`src/rtl/alu_seq.sv`:
```
// alu_seq: sequential ALU with latched operands, an iterative shift-add
// multiplier, registered result/flags and 7-segment hex display drive.
// Ports:
//   CLOCK_50  clock, rising edge
//   RESET_N   asynchronous active-low reset
//   SW1, SW2  operands A and B (WIDTH bits)
//   KEY       3-bit opcode
//   START     level request, sampled only while idle
//   BUSY      high whenever an operation is in flight
//   DONE      one-cycle pulse while the new result is first visible
//   out       registered result
//   FLAGS     registered {Z,N,C,V}
//   HEX       active-low segments, digit k at [7k+6:7k], bit 6 = a
module alu_seq #(
    parameter int WIDTH = 8,
    localparam int DIGITS = WIDTH / 4
) (
    input  logic                  CLOCK_50,
    input  logic                  RESET_N,
    input  logic [WIDTH-1:0]      SW1,
    input  logic [WIDTH-1:0]      SW2,
    input  logic [2:0]            KEY,
    input  logic                  START,
    output logic                  BUSY,
    output logic                  DONE,
    output logic [WIDTH-1:0]      out,
    output logic [3:0]            FLAGS,
    output logic [7*DIGITS-1:0]   HEX
);

    localparam int CW = $clog2(WIDTH + 1);

    localparam logic [1:0] IDLE = 2'd0;
    localparam logic [1:0] EXEC = 2'd1;
    localparam logic [1:0] MUL  = 2'd2;
    localparam logic [1:0] FIN  = 2'd3;

    logic [1:0]         state_q, state_d;
    logic [WIDTH-1:0]   a_q, a_d;
    logic [WIDTH-1:0]   b_q, b_d;
    logic [2:0]         op_q, op_d;
    logic [CW-1:0]      cnt_q, cnt_d;
    logic [2*WIDTH-1:0] prod_q, prod_d;
    logic [WIDTH-1:0]   out_q, out_d;
    logic [3:0]         flags_q, flags_d;

    // Single-cycle ALU on the latched operands.
    logic [WIDTH:0]   add_w, sub_ab, sub_ba;
    logic [WIDTH-1:0] alu_res;
    logic             alu_c, alu_v;

    always_comb begin
        add_w  = {1'b0, a_q} + {1'b0, b_q};
        sub_ab = {1'b0, a_q} - {1'b0, b_q};
        sub_ba = {1'b0, b_q} - {1'b0, a_q};
        alu_res = '0;
        alu_c   = 1'b0;
        alu_v   = 1'b0;
        unique case (op_q)
            3'b000: alu_res = '0;
            3'b001: begin
                alu_res = sub_ba[WIDTH-1:0];
                alu_c   = sub_ba[WIDTH];
                alu_v   = (b_q[WIDTH-1] != a_q[WIDTH-1]) &&
                          (alu_res[WIDTH-1] != b_q[WIDTH-1]);
            end
            3'b010: begin
                alu_res = sub_ab[WIDTH-1:0];
                alu_c   = sub_ab[WIDTH];
                alu_v   = (a_q[WIDTH-1] != b_q[WIDTH-1]) &&
                          (alu_res[WIDTH-1] != a_q[WIDTH-1]);
            end
            3'b011: begin
                alu_res = add_w[WIDTH-1:0];
                alu_c   = add_w[WIDTH];
                alu_v   = (a_q[WIDTH-1] == b_q[WIDTH-1]) &&
                          (alu_res[WIDTH-1] != a_q[WIDTH-1]);
            end
            3'b100: alu_res = a_q ^ b_q;
            3'b101: alu_res = a_q | b_q;
            3'b110: alu_res = a_q & b_q;
            3'b111: alu_res = '0;
        endcase
    end

    // One shift-add step: prod holds {partial, remaining multiplier bits};
    // add A into the upper half when the next multiplier bit is set,
    // then shift the whole thing right, keeping the carry.
    logic [WIDTH:0]     psum;
    logic [2*WIDTH-1:0] prod_step;

    always_comb begin
        psum = {1'b0, prod_q[2*WIDTH-1:WIDTH]} +
               (prod_q[0] ? {1'b0, a_q} : '0);
        prod_step = {psum, prod_q[WIDTH-1:1]};
    end

    always_comb begin
        state_d = state_q;
        a_d     = a_q;
        b_d     = b_q;
        op_d    = op_q;
        cnt_d   = cnt_q;
        prod_d  = prod_q;
        out_d   = out_q;
        flags_d = flags_q;
        case (state_q)
            IDLE: begin
                if (START) begin
                    a_d     = SW1;
                    b_d     = SW2;
                    op_d    = KEY;
                    cnt_d   = '0;
                    prod_d  = {{WIDTH{1'b0}}, SW2};
                    state_d = (KEY == 3'b111) ? MUL : EXEC;
                end
            end
            EXEC: begin
                out_d   = alu_res;
                flags_d = {alu_res == '0, alu_res[WIDTH-1], alu_c, alu_v};
                state_d = FIN;
            end
            MUL: begin
                // WIDTH iteration cycles, then one cycle to publish.
                if (cnt_q != CW'(WIDTH)) begin
                    prod_d = prod_step;
                    cnt_d  = cnt_q + CW'(1);
                end else begin
                    out_d   = prod_q[WIDTH-1:0];
                    flags_d = {prod_q[WIDTH-1:0] == '0,
                               prod_q[WIDTH-1],
                               |prod_q[2*WIDTH-1:WIDTH],
                               1'b0};
                    state_d = FIN;
                end
            end
            FIN:     state_d = IDLE;
            default: state_d = IDLE;
        endcase
    end

    always_ff @(posedge CLOCK_50 or negedge RESET_N) begin
        if (!RESET_N) begin
            state_q <= IDLE;
            a_q     <= '0;
            b_q     <= '0;
            op_q    <= '0;
            cnt_q   <= '0;
            prod_q  <= '0;
            out_q   <= '0;
            flags_q <= '0;
        end else begin
            state_q <= state_d;
            a_q     <= a_d;
            b_q     <= b_d;
            op_q    <= op_d;
            cnt_q   <= cnt_d;
            prod_q  <= prod_d;
            out_q   <= out_d;
            flags_q <= flags_d;
        end
    end

    assign BUSY  = (state_q != IDLE);
    assign DONE  = (state_q == FIN);
    assign out   = out_q;
    assign FLAGS = flags_q;

    function automatic logic [6:0] seg7(input logic [3:0] n);
        logic [6:0] s;
        case (n)
            4'h0:    s = 7'b0000001;
            4'h1:    s = 7'b1001111;
            4'h2:    s = 7'b0010010;
            4'h3:    s = 7'b0000110;
            4'h4:    s = 7'b1001100;
            4'h5:    s = 7'b0100100;
            4'h6:    s = 7'b0100000;
            4'h7:    s = 7'b0001111;
            4'h8:    s = 7'b0000000;
            4'h9:    s = 7'b0000100;
            4'hA:    s = 7'b0001000;
            4'hB:    s = 7'b1100000;
            4'hC:    s = 7'b0110001;
            4'hD:    s = 7'b1000010;
            4'hE:    s = 7'b0110000;
            4'hF:    s = 7'b0111000;
            default: s = 7'b1111111;
        endcase
        return s;
    endfunction

    for (genvar k = 0; k < DIGITS; k++) begin : g_dig
        assign HEX[7*k +: 7] = seg7(out_q[4*k +: 4]);
    end

endmodule

```
`config.mk`:
```
export PLATFORM = sky130hd
export DESIGN_NAME = alu_seq
export DESIGN_NICKNAME = d
export VERILOG_FILES = /design/src/rtl/alu_seq.sv
export SDC_FILE = /design/constraint.sdc
export NUM_CORES = 1
export LEC_CHECK = 0
export CORE_ASPECT_RATIO = 1.1
export CORE_MARGIN = 2
export CORE_UTILIZATION = 25
export CTS_BUF_LIST = sky130_fd_sc_hd__clkbuf_8
export DETAILED_ROUTE_END_ITERATION = 8
export SLEW_MARGIN = 25
export SYNTH_ARGS = -nofsm -noshare
export SYNTH_HDL_FRONTEND = slang
export SYNTH_SLANG_ARGS = --single-unit
export TNS_END_PERCENT = 100
```
`constraint.sdc`:
```
create_clock -name CLOCK_50 -period 2.69 [get_ports CLOCK_50]
set_input_delay 0.269 -clock CLOCK_50 [delete_from_list [all_inputs] [get_ports CLOCK_50]]
set_output_delay 0.269 -clock CLOCK_50 [all_outputs]
set_load 0.005 [all_outputs]
```
Word-level counts from Yosys, hierarchy flattened:

Memory sizes are Yosys's and may differ from the RTL's.
Index checks and enable logic that the tools add are counted.

* register bits after elaboration: 53
* ROM bits: 224
* input bits: 22
* logic and storage cells: 73
* memories: 2

* add/sub/neg operators: 5
* equality and inequality tests: 21
* multiplexer cells: 18
* bitwise logic cells: 3
* reduce and logical (&&, ||, !) cells: 16

Memories
* (name not given): depth 16, bits a word 7, rd ports 1, clocked after memory_dff 0, write ports 0, RTL line 171 `case (n)`
* (name not given): depth 16, bits a word 7, rd ports 1, clocked after memory_dff 0, write ports 0, RTL line 171

Operators by type and width (count)
* $pmux W8 S7: 1
* $mux W16: 2
* $pmux W16 S2: 1
* $add A8 B8 Y9: 2
* $sub A8 B8 Y9: 2
* $logic_not A8 Y1: 2
* $mux W8: 2
* $pmux W4 S2: 2
* $pmux W8 S2: 1
* $eq A3 B3 Y1 const B: 5
* $mux W4: 3
* $and A8 B8 Y8: 1
* $or A8 B8 Y8: 1
* $pmux W2 S4: 1
* $reduce_or A8 Y1: 1
* $xor A8 B8 Y8: 1
* $eq A3 B2 Y1 const B: 2
* $mux W2: 3
* $ne A2 B2 Y1 const B: 3
* $pmux W1 S3: 2
* $reduce_and A2 Y1: 3
* $reduce_bool A2 Y1: 3
* $ne A1 B1 Y1: 5
* $add A4 B1 Y4 const B: 1
* other kinds (10): 13

Logic depth before layout (Yosys ltp):

* depth after elaboration: 5
* gate-level depth with buffers: 11
* mapped depth without buffers: 11

Worst setup path before layout:

OpenSTA, ideal clock, no wires.

* path kind: reg-to-reg
* start: reg a_q[1]
* end: reg out_q[5] (netlist: out[5])
* setup time: 0.125 ns
* arrival time: 2.348 ns
* required time: 2.565 ns
* path slack: 0.217 ns
* cell stages (with the launch flop): 9
* cells stage by stage: dfrtp_1 -> inv_1 -> ha_1 -> a21o_1 -> a2111o_1 -> a221o_2 -> a21oi_1 -> o21ai_0 -> mux2_2

* longest elaborated chain between the ends: 3

Ends and longest elaborated chain
* start: declaration: RTL line 39 `logic [WIDTH-1:0] a_q, a_d;`
* start signal: assignment: RTL line 145 `a_q <= '0;`
* start signal: assignment: RTL line 154 `a_q <= a_d;`
* $add A8 B8 Y9, or another cell as far along: RTL line 53 `add_w = {1'b0, a_q} + {1'b0, b_q};`
* $pmux W8 S7 *: RTL line 59 `unique case (op_q)`
* $pmux W8 S2 *: RTL line 107 `case (state_q)`
* end signal: assignment: RTL line 159 `out_q <= out_d;`
* end: declaration: RTL line 44 `logic [WIDTH-1:0] out_q, out_d;`

Mark *: on every way between the ends. The rest lies on a longest branch, timed or not.
A chain may end at the register's enable or synchronous reset.

Worst setup path in the final report:

* start: reg a_q[0]
* end: reg out_q[6] (netlist: out[6])

Same word-level chain as after synthesis.

==> out/metrics.csv <==
stage;metric;value;unit
synthesis;ys.flop_type;dfrtp_1;
final_layout;area_growth;22.0;%
clock_tree;ctsHoldBuffers;0;
grt;grt_first_pass_wirelength;20.4;mm
synthesis;synth_cell_type_count;68;
placement;gp_congestion;0.863;
sta;max_clock_freq;377;MHz
placement;dp_cells;815;
sta;tightest_slew;0.719;ns
final_layout;diodes;0;
status;status;complete, no violations;
critical_path;cp-start-kind;flop;
floorplanning;ioPinCount;50;
detailed_routing;detail_route.wl_per_cell;15.1;um
final_layout;fin_nets;667;
detailed_routing;wl_met3;623;um
synthesis;ys_seq_area_frac;0.278;
clock_tree;cts_max_level;2;
placement;dp_hpwl;9.80;mm
final_layout;instances_no_fill;827;
grt;grt_max_degree;53;
critical_path;critPathArrivalTime;2.87;ns
grt;grt_usage;0.130;
detailed_routing;via_per_inst;4.80;
critical_path;r2r_slack;0.04;ns
synthesis;synth_seq_cells;52;
detailed_routing;ant_nets;0;
synthesis;synth-edff-count;0;
pwr;ir_drop;0.000365;V
sta;rsz0062_at_grt;true;
run;maxCapViolCount;0;
detailed_routing;dr_wl_met2;5.58;mm
pwr;power;8.24;mW
clock_tree;cts_buffers;5;
synthesis;yosys_warnings;0;
grt;antenna_found_initial;0;
floorplanning;initial_core_util;0.255;
clock_tree;clock_sinks;52;
final_layout;stdcell_area;5710;um2
sta;post-route-period-util;0.985;
floorplanning;die_y;147;um
critical_path;cp.required;2.91;ns
placement;port_buffers;49;
final_layout;drive_above_1_share;0.161;
synthesis;syn_area;4680;um2
floorplanning;die_area;19800;um2
clock_tree;clk_pin_slew;0.11;ns
sta;fin_skew;0.00976;ns
detailed_routing;drc_errors;0;
sta;finalHoldViolCount;0;
critical_path;endpoint_kind;flop;
synthesis;synth_area_per_cell;8.96;um2
synthesis;synth_fp_nets;606;
pwr;power_density;1440;nW/um2
detailed_routing;drtIter0Drc;276;
synthesis;synthArstFlopShare;1.00;
detailed_routing;routed.top_layer;met4;
grt;grt-ovfl-total;0;
sta;fin_crit;2.65;ns
sta;slew_violations;0;
floorplanning;core;18300;um2
synthesis;netlist_instances;522;
pwr;power.leakage;2.53;nW
min_path;min_path_type;in -> async;
detailed_routing;wirelength;12.5;mm
clock_tree;clkLatencyLatePin;0.32;ns
sta;setup_viol;0;
clock_tree;cts_tree;yes;
detailed_routing;met1_length;6.03;mm
clock_tree;root_buffer;clkbuf_8;
floorplanning;dieWidth;134;um
detailed_routing;vias;3967;
sta;holdWs;0.0583;ns
critical_path;crit_fanout;4;
floorplanning;rows;52;
grt;first_global_vias;3798;
detailed_routing;drtPass1Iterations;4;
clock_tree;clock_path_buffers;2;
placement;dpl-instance-area;5560;um2
sta;slew_headroom;0.520;
critical_path;critical_path_class;reg -> reg;
-- registers in the layout, indices dropped and copies added, names as in the netlist --
| register | flops |
|---|---|
| a_q | 8 |
| out | 7 |
| FLAGS | 4 |
| cnt_q | 4 |
| state_q | 2 |
| op_q | 3 |
| prod_q | 16 |
| b_q | 8 |
-- logic make-up (layout without fill, tap and decap cells) --
kind of cell / Yosys count / count (layout) / synth area share
adder cells (fa/ha/maj): 62 / 62 / 0.172
flip-flops: 52 / 52 / 0.278
XOR/XNOR: 15 / 15 / 0.0281
AO/OA/AOI/OAI: 143 / 143 / 0.203
multiplexers: 45 / 45 / 0.108
AND/OR/NAND/NOR: 141 / 141 / 0.154
buffers and inverters: 64 / 126 / 0.0565
-- path summary, 6_finish.rpt --
kind / endpoint / cells past startpoint / startpoint
hold reg to reg: prod_q[0] / 2 / prod_q[0]
setup reg to reg: out[6] / 10 / a_q[0]
hold / removal: b_q[3] / 2 / RESET_N
min in group CLOCK_50: prod_q[0] / 2 / prod_q[0]
setup / recovery: out[6] / 10 / a_q[0]
max in group asynchronous: prod_q[0] / 2 / RESET_N
-- where the power goes --
| group | internal, mW | leakage [nW] | total [mW] | switching (mW) |
|---|---|---|---|---|
| combinational | 2.95 | 1.84 | 6.13 | 3.18 |
| sequential | 1.15 | 0.646 | 1.62 | 0.477 |
| clock | 0.186 | 0.0445 | 0.488 | 0.302 |
-- layer usage --
metal	GRT usage	vias to the layer above
met5	0	-
met1	0.180	1865
met3	0.0223	16
met4	0.0389	0
li1	-	1980
met2	0.206	106
-- metrics by stage --
step           utilization  worst slack, ns  TNS (ns)
2_1_floorplan            -            0.217         0
3_3_place_gp         0.303          -0.0147   -0.0147
3_5_place_dp         0.303          -0.0535   -0.0535
4_1_cts              0.308         0.000320         0
5_1_grt              0.311          -0.0344   -0.0633
6_report             0.311           0.0402         0
-- critical path: stages, from the launching register on --
cell and delay, ns:
dfrtp_1 0.41, inv_1 0.11, ha_1 0.24, fa_1 0.45, o21bai_1 0.16, a21oi_1 0.16, o31ai_2 0.25, o221ai_1 0.18
a21oi_2 0.22, o21ai_0 0.10, mux2_2 0.27
-- area by class of cell --
| cell class | instances | area [um2] |
|---|---|---|
| clock inverters | 3 | 21.3 |
| well taps | 243 | 304 |
| multi-input cells | 406 | 3140 |
| inverters | 35 | 131 |
| clock buffers | 5 | 68.8 |
| flip-flops and latches | 52 | 1300 |
| fillers | 1972 | 12600 |
| repair buffers | 83 | 741 |
-- cells in the final DEF (no fill, tap or decap), types with 10 or more instances in the layout --
cell,synthesis,routed
ha_1,58,57
dfrtp_1,52,52
clkdlybuf4s50_1,0,48
o21ai_0,44,44
nand2_1,41,41
inv_1,34,34
buf_4,1,34
nor2_1,33,33
a21oi_1,32,29
mux2_2,25,25
mux2i_1,18,18
nor2b_1,10,10
xnor2_1,10,10
-- cell usage after synthesis, types with 3 or more instances --
| library cell | n | area (um2) |
|---|---|---|
| nand4_1 | 4 | 25.0 |
| nand3_1 | 7 | 35.0 |
| mux2i_1 | 18 | 180 |
| ha_1 | 58 | 726 |
| inv_1 | 34 | 128 |
| xnor2_1 | 10 | 87.6 |
| a21o_1 | 8 | 60.1 |
| a31oi_1 | 3 | 18.8 |
| o22ai_1 | 3 | 18.8 |
| nand2b_1 | 9 | 56.3 |
| and2_1 | 3 | 18.8 |
| nand2_1 | 41 | 154 |
| buf_2 | 4 | 20.0 |
| nor2_1 | 33 | 124 |
| o31ai_1 | 4 | 30.0 |
| mux2_2 | 25 | 282 |
| o21ai_0 | 44 | 220 |
| a21oi_1 | 32 | 160 |
| xor2_1 | 5 | 43.8 |
| nor2b_1 | 10 | 62.6 |
| fa_1 | 4 | 80.1 |
| o211ai_1 | 3 | 22.5 |
| nor3_1 | 7 | 35.0 |
| o21bai_1 | 9 | 67.6 |
| a211oi_1 | 4 | 30.0 |
| o221ai_1 | 7 | 61.3 |
| nand3b_1 | 3 | 22.5 |
| dfrtp_1 | 52 | 1300 |
| clkbuf_1 | 20 | 75.1 |
| nor3b_1 | 4 | 30.0 |
-- timing repair --
item	4_1_cts	5_1_grt
gates cloned	0	0
setup buffers	0	4
gates resized for setup	1	6
pin swaps	0	1
endpoints found under the setup margin	1	7
Power figures use the tool's default switching activity.
